### src/rtl/kmul_rr_arbiter_if.sv
// kmul_rr_arbiter_if: requester, multiplier and response signals of the shared multiplier arbiter
interface kmul_rr_arbiter_if #(
  parameter int W    = 12,
  parameter int NREQ = 4,
  parameter int TAGW = 4,
  parameter int IDW  = $clog2(NREQ)
);
  logic [NREQ-1:0]      req_valid;
  logic [NREQ-1:0]      req_ready;
  logic [NREQ*W-1:0]    req_a;
  logic [NREQ*W-1:0]    req_b;
  logic [NREQ*TAGW-1:0] req_tag;
  logic [W-1:0]         mul_a;
  logic [W-1:0]         mul_b;
  logic [2*W-1:0]       mul_prod;
  logic                 rsp_valid;
  logic                 rsp_ready;
  logic [2*W-1:0]       rsp_prod;
  logic [IDW-1:0]       rsp_id;
  logic [TAGW-1:0]      rsp_tag;
  logic [15:0]          ops_done;
  modport slave (
    input  req_valid, req_a, req_b, req_tag, mul_prod, rsp_ready,
    output req_ready, mul_a, mul_b, rsp_valid, rsp_prod, rsp_id, rsp_tag, ops_done
  );
  modport master (
    output req_valid, req_a, req_b, req_tag, mul_prod, rsp_ready,
    input  req_ready, mul_a, mul_b, rsp_valid, rsp_prod, rsp_id, rsp_tag, ops_done
  );
endinterface

### src/rtl/kmul_rr_arbiter.sv
// kmul_rr_arbiter: round-robin front end sharing one combinational multiplier, two register stages
module kmul_rr_arbiter #(
  parameter int W    = 12,
  parameter int NREQ = 4,
  parameter int TAGW = 4,
  parameter int IDW  = $clog2(NREQ)
) (
  input logic clk,
  input logic rst,
  kmul_rr_arbiter_if.slave bus
);
  logic [IDW-1:0]  ptr_q, ptr_d, gnt_id, op_id_q, rsp_id_q;
  logic [NREQ-1:0] grant;
  logic            found, accept, s1_free, s0_adv, s0_free;
  logic            op_valid_q, rsp_valid_q;
  logic [W-1:0]    op_a_q, op_b_q;
  logic [TAGW-1:0] op_tag_q, rsp_tag_q;
  logic [2*W-1:0]  rsp_prod_q;
  logic [15:0]     ops_done_q;

  // first valid requester at or after the pointer, wrapping modulo NREQ
  always_comb begin
    grant  = '0;
    gnt_id = '0;
    found  = 1'b0;
    for (int k = 0; k < NREQ; k++) begin
      if (!found && bus.req_valid[(int'(ptr_q) + k) % NREQ]) begin
        found = 1'b1;
        grant[(int'(ptr_q) + k) % NREQ] = 1'b1;
        gnt_id = IDW'((int'(ptr_q) + k) % NREQ);
      end
    end
  end

  assign s1_free       = !rsp_valid_q || bus.rsp_ready;
  assign s0_adv        = op_valid_q && s1_free;
  assign s0_free       = !op_valid_q || s1_free;
  assign accept        = found && s0_free && !rst;
  assign ptr_d         = accept ? IDW'((int'(gnt_id) + 1) % NREQ) : ptr_q;
  assign bus.req_ready = rst ? '0 : (grant & {NREQ{s0_free}});
  assign bus.mul_a     = op_a_q;
  assign bus.mul_b     = op_b_q;
  assign bus.rsp_valid = rsp_valid_q;
  assign bus.rsp_prod  = rsp_prod_q;
  assign bus.rsp_id    = rsp_id_q;
  assign bus.rsp_tag   = rsp_tag_q;
  assign bus.ops_done  = ops_done_q;

  // operand stage: load the granted request, empty when it moves on with nothing new behind it
  always_ff @(posedge clk) begin
    if (rst) begin
      ptr_q      <= '0;
      op_valid_q <= 1'b0;
      op_a_q     <= '0;
      op_b_q     <= '0;
      op_id_q    <= '0;
      op_tag_q   <= '0;
    end else begin
      ptr_q <= ptr_d;
      if (accept) begin
        op_valid_q <= 1'b1;
        op_a_q     <= bus.req_a[int'(gnt_id)*W +: W];
        op_b_q     <= bus.req_b[int'(gnt_id)*W +: W];
        op_id_q    <= gnt_id;
        op_tag_q   <= bus.req_tag[int'(gnt_id)*TAGW +: TAGW];
      end else if (s0_adv) begin
        op_valid_q <= 1'b0;
      end
    end
  end

  // response stage: capture the product on advance, hold under backpressure, count completions
  always_ff @(posedge clk) begin
    if (rst) begin
      rsp_valid_q <= 1'b0;
      rsp_prod_q  <= '0;
      rsp_id_q    <= '0;
      rsp_tag_q   <= '0;
      ops_done_q  <= '0;
    end else begin
      if (s0_adv) begin
        rsp_valid_q <= 1'b1;
        rsp_prod_q  <= bus.mul_prod;
        rsp_id_q    <= op_id_q;
        rsp_tag_q   <= op_tag_q;
      end else if (bus.rsp_ready) begin
        rsp_valid_q <= 1'b0;
      end
      if (rsp_valid_q && bus.rsp_ready && ops_done_q != 16'hFFFF)
        ops_done_q <= ops_done_q + 16'd1;
    end
  end
endmodule

### src/flat_wrapper.sv
// flat-port wrapper written by rule: the top's interface ports become plain ports
module kmul_rr_arbiter_flat 
#(
  parameter int W    = 12,
  parameter int NREQ = 4,
  parameter int TAGW = 4,
  parameter int IDW  = $clog2(NREQ)
)
  (clk, rst, bus_req_valid, bus_req_a, bus_req_b, bus_req_tag, bus_mul_prod, bus_rsp_ready, bus_req_ready, bus_mul_a, bus_mul_b, bus_rsp_valid, bus_rsp_prod, bus_rsp_id, bus_rsp_tag, bus_ops_done);
  kmul_rr_arbiter_if #(.W(W), .NREQ(NREQ), .TAGW(TAGW), .IDW(IDW)) bus_i ();
  input logic clk;
  input logic rst;
  input wire logic [$bits(bus_i.req_valid)-1:0] bus_req_valid;
  input wire logic [$bits(bus_i.req_a)-1:0] bus_req_a;
  input wire logic [$bits(bus_i.req_b)-1:0] bus_req_b;
  input wire logic [$bits(bus_i.req_tag)-1:0] bus_req_tag;
  input wire logic [$bits(bus_i.mul_prod)-1:0] bus_mul_prod;
  input wire logic [$bits(bus_i.rsp_ready)-1:0] bus_rsp_ready;
  output wire logic [$bits(bus_i.req_ready)-1:0] bus_req_ready;
  output wire logic [$bits(bus_i.mul_a)-1:0] bus_mul_a;
  output wire logic [$bits(bus_i.mul_b)-1:0] bus_mul_b;
  output wire logic [$bits(bus_i.rsp_valid)-1:0] bus_rsp_valid;
  output wire logic [$bits(bus_i.rsp_prod)-1:0] bus_rsp_prod;
  output wire logic [$bits(bus_i.rsp_id)-1:0] bus_rsp_id;
  output wire logic [$bits(bus_i.rsp_tag)-1:0] bus_rsp_tag;
  output wire logic [$bits(bus_i.ops_done)-1:0] bus_ops_done;
  assign bus_i.req_valid = bus_req_valid;
  assign bus_i.req_a = bus_req_a;
  assign bus_i.req_b = bus_req_b;
  assign bus_i.req_tag = bus_req_tag;
  assign bus_i.mul_prod = bus_mul_prod;
  assign bus_i.rsp_ready = bus_rsp_ready;
  assign bus_req_ready = bus_i.req_ready;
  assign bus_mul_a = bus_i.mul_a;
  assign bus_mul_b = bus_i.mul_b;
  assign bus_rsp_valid = bus_i.rsp_valid;
  assign bus_rsp_prod = bus_i.rsp_prod;
  assign bus_rsp_id = bus_i.rsp_id;
  assign bus_rsp_tag = bus_i.rsp_tag;
  assign bus_ops_done = bus_i.ops_done;
  kmul_rr_arbiter #(.W(W), .NREQ(NREQ), .TAGW(TAGW), .IDW(IDW)) u_core (.clk(clk), .rst(rst), .bus(bus_i));
endmodule
### config.mk
export PLATFORM = sky130hd
export DESIGN_NAME = kmul_rr_arbiter_flat
export DESIGN_NICKNAME = d
export VERILOG_FILES = /design/src/rtl/kmul_rr_arbiter_if.sv /design/src/rtl/kmul_rr_arbiter.sv /design/src/flat_wrapper.sv
export SDC_FILE = /design/constraint.sdc
export NUM_CORES = 1
export LEC_CHECK = 0
export ABC_CLOCK_PERIOD_IN_PS = 8200
export BUFFER_PORTS_ARGS = -buffer_cell sky130_fd_sc_hd__buf_2
export CORE_ASPECT_RATIO = 1.2
export CORE_MARGIN = 2
export CORE_UTILIZATION = 50
export DETAILED_ROUTE_END_ITERATION = 6
export PLACE_DENSITY = 0.89
export SLEW_MARGIN = 20
export SYNTH_ARGS = -nofsm -noshare
export SYNTH_HDL_FRONTEND = slang
export SYNTH_SLANG_ARGS = --single-unit
### constraint.sdc
create_clock -name clk -period 8.2 [get_ports clk]
set_input_delay 2.05 -clock clk [delete_from_list [all_inputs] [get_ports clk]]
set_output_delay 2.05 -clock clk [all_outputs]
set_load 0.01 [all_outputs]
==> results by group <==
STA
  – Period utilization: 69.9%
  – Slew HR: 29.4%
  – Shortest period the worst path allows: 5.73 ns
  – Hold Vio Cnt, Final: 0
  – FMAX: 174 MHz
  – RSZ-0062 raised after global routing: no
  – Layout Skew: 0.00930 ns
  – Slew Viols, Final: 0
  – Final Setup Violations: 0
  – Fin Setup TNS: 0 ns
  – Setup ws final: 2.47 ns
  – Tightest Pin Transition: 1.06 ns
  – Hold WS: 0.456 ns

Detailed routing
  – Drt via density: 5.37
  – ANT nets after route: 0
  – 1st-pass router iterations: 5
  – Initial drt markers: 135
  – WL/cell: 15.0 um
  – Routed WL: 11,600 um
  – Drt drc: 0
  – Detailed-route via count: 4,169

Layout
  – Core Util, Final: 65.4%
  – Nets: 806
  – Layout cells sized above 1: 41.7%
  – Post-Layout Cell Count: 776
  – Synthesis-to-layout area growth: 28.2%
  – N_diodes: 0

Power
  – Seq pwr share: 30.7%
  – Int Pwr: 1040 uW
  – Gate power share: 52.9%
  – Pwr dens: 319 nW/um^2
  – Power share of the clock group: 16.4%
  – Leakage: 0.00257 uW
  – Switch share: 41.0%
  – Sw power: 724 uW
  – Max rail drop VDD: 264 uV

Setup path
  – Worst Setup Start Kind: primary input
  – Slowest stage delay, CP: 0.55 ns
  – Critical-path maximum fanout: 7
  – CP required: 6.15 ns
  – WS Path Type: in -> out
  – Setup crit end kind: output pin
  – Slowest stage cell, crit path: mux4_2
  – Worst endpoint data arrival time: 3.68 ns
  – CP Cell Sequence: buf_2 > mux4_2 > nor2b_4 > a22oi_1 > nor2_1 > a221oi_1 > nor2_1 > buf_2

Synthesis
  – Post-Synth Adder-Cell Area: 2.60%
  – Xor-xnor portion of the synthesized cell area: 2.84%
  – Post-synth ARST share: 0%
  – Yosys warnings: 0
  – Compound-cell area share of the yosys netlist: 16.8%
  – Seq cells post-synth: 80
  – Synth Area in Simple Gates: 18.2%
  – Main combinational cell family by area after synthesis: simple AND/OR/NAND/NOR gates
  – Yosys cell types: 53
  – EDFF count, synth: 0
  – Mux share of post-synthesis cell area: 16.0%
  – Syn Nets: 603
  – Mapped cell area: 4320 um^2
  – Cell count after synthesis: 451
  – Post-synth top flop: dfxtp_1
  – Sequential fraction of the synthesis area: 37.0%
  – Avg Cell Area, Syn: 9.59 um^2

Clock tree
  – Clk buf depth: 2
  – Post-CTS setup buffers: 0
  – Post-CTS Resized: 0
  – Hold buffer count at cts: 0
  – Clock Tree Root: clkbuf_8
  – Clock latency on the worst-skew pair: 0.35 ns
  – H-tree level count: 3
  – Clock-pin slew on the worst setup and hold paths: 0.08 ns
  – Clk sink count: 80
  – CTS tree: done
  – CTS Buf Count: 9

GRT
  – Gr usage total: 24.7%
  – Number of global-route vias before repair: 4,037
  – Largest net degree at the start of global routing: 55
  – Gr ovfl total: 0
  – Initial antenna violation count: 1
  – First-pass GRT wire length: 18,200 um

Floorplanning
  – Site row count: 37
  – Die ar.: 9410 um^2
  – Die W: 88.9 um
  – Die Height: 106 um
  – Initial core utilization: 51.0%
  – Core area: 8470 um^2
  – IO Count: 218

Placed design
  – Pre-CTS setup slack: 2.54 ns
  – Detailed placement HPWL: 8820 um
  – Final weighted congestion in routability-driven placement: 0.851
  – Count of port buffers added during placement: 217
  – Dpl cells: 759

Run status
  – Status: finished clean

Min path
  – Hold WC Path Type: reg -> reg

Flow run
  – Max cap viols: 0
[per-stage QoR]
| stage | instance area [um^2] | total power, uW |
|---|---|---|
| after floorplan | 4320 | 1340 |
| after global placement | 5320 | 1430 |
| after detailed placement | 5320 | 1470 |
| after CTS | 5520 | 1760 |
| after global routing | 5540 | 1880 |
| final | 5540 | 1770 |
[path summary, 6_finish.rpt]
path / cells past startpoint / from / slack [ns] / end
max reg2reg: 10 / u_core.ptr_q[0]$_SDFFE_PP0P_ / 4.17 / u_core.bus.mul_b[9]$_SDFFE_PP0P_
min reg2reg: 2 / u_core.bus.rsp_prod[4]$_SDFFE_PP0P_ / 0.46 / u_core.bus.rsp_prod[4]$_SDFFE_PP0P_
min: 2 / u_core.bus.rsp_prod[4]$_SDFFE_PP0P_ / 0.46 / u_core.bus.rsp_prod[4]$_SDFFE_PP0P_
max: 8 / bus_req_valid[1] / 2.47 / bus_req_ready[3]
[critical path, delay by kind of cell]
family                 cells  cell delay, ns
AOI/OAI and AO/OA          2            0.47
buffers and inverters      2            0.27
muxes                      1            0.55
and+or+nand+nor            3            0.35
[power groups by stage]
| stage | Sequential (uW) | Combinational, uW | Clock, uW |
|---|---|---|---|
| final | 541 | 934 | 290 |
| after global routing | 553 | 1010 | 315 |
| after CTS | 540 | 920 | 298 |
| after detailed placement | 547 | 920 | 0 |
| after global placement | 547 | 882 | 0 |
| after floorplan | 568 | 770 | 0 |
[cells in the final DEF, fill, tap and decap left out, types with 2 or more instances in the layout]
master	count
a21oi_1	34
clkbuf_8	9
buf_2	217
o21ai_4	2
o221ai_2	21
mux2i_1	59
nand2_1	97
a221oi_1	4
dfxtp_1	80
nor2_1	28
xor2_1	3
or3_1	2
nand3b_1	2
nor3b_1	2
nor2b_1	2
xnor2_1	11
nor3_1	5
inv_6	2
inv_1	6
and4_1	2
a22oi_1	5
and3_1	2
nand3_1	5
o221ai_1	7
ha_1	9
nor4_1	3
nor4b_1	3
nor2_4	2
buf_4	2
clkinvlp_4	2
mux4_2	4
o21ai_0	3
nand4_1	2
[Yosys cell counts, drive strengths merged, types with 2 or more instances]
| library cell | count | area, um^2 |
|---|---|---|
| nand2 | 98 | 375 |
| dfxtp | 80 | 1600 |
| mux2i | 59 | 591 |
| a21oi | 34 | 170 |
| nor2 | 31 | 148 |
| o221ai | 28 | 377 |
| buf | 14 | 203 |
| clkbuf | 14 | 56.3 |
| xnor2 | 11 | 96.3 |
| ha | 9 | 113 |
| o21ai | 7 | 53.8 |
| a22oi | 6 | 50.1 |
| inv | 6 | 22.5 |
| nor3 | 6 | 35.0 |
| nand3 | 5 | 25.0 |
| a221oi | 4 | 35.0 |
| mux4 | 4 | 90.1 |
| nor4 | 4 | 40.0 |
| nor2b | 3 | 26.3 |
| nor4b | 3 | 26.3 |
| xor2 | 3 | 26.3 |
| and2 | 2 | 13.8 |
| and3 | 2 | 12.5 |
| and4 | 2 | 17.5 |
| nand3b | 2 | 15.0 |
| nand4 | 2 | 12.5 |
| nor3b | 2 | 15.0 |
| or3 | 2 | 12.5 |
[flip-flops by register name, indices dropped and copies added, names as in the netlist]
signal / flops
u_core.bus.rsp_id: 2
u_core.op_id_q: 2
u_core.op_tag_q: 4
u_core.bus.rsp_prod: 24
u_core.bus.mul_b: 12
u_core.bus.mul_a: 12
u_core.bus.rsp_tag: 4
u_core.bus.rsp_valid: 1
u_core.bus.ops_done: 16
u_core.ptr_q: 2
u_core.op_valid_q: 1
[kinds of logic after synthesis]
kind of cell / count (synthesis)
compound gates: 84
xor+xnor: 14
fa+ha+maj: 9
buf+inv: 34
flops: 80
mux: 64
simple gates: 166
[cell type report]
cell class                      count  area (um^2)
Fill cell                         713         2930
Multi-Input combinational cell    337         2450
Sequential cell                    80         1600
Timing Repair Buffer              220         1130
Tap cell                          117          146
Clock buffer                       10          128
Clock inverter                      6         67.6
Inverter                            6         22.5
[per-layer routing]
layer / part of all wire [%] / up-vias / global-route usage, %
met1: 39 / 1889 / 28.2
met4: 3.1 / 2 / 12.7
met3: 9.0 / 40 / 6.73
met2: 49 / 212 / 41.1
met5: 0.11 / - / 0
li1: - / 2026 / -
Note: power is estimated with default switching activity, not from simulation.
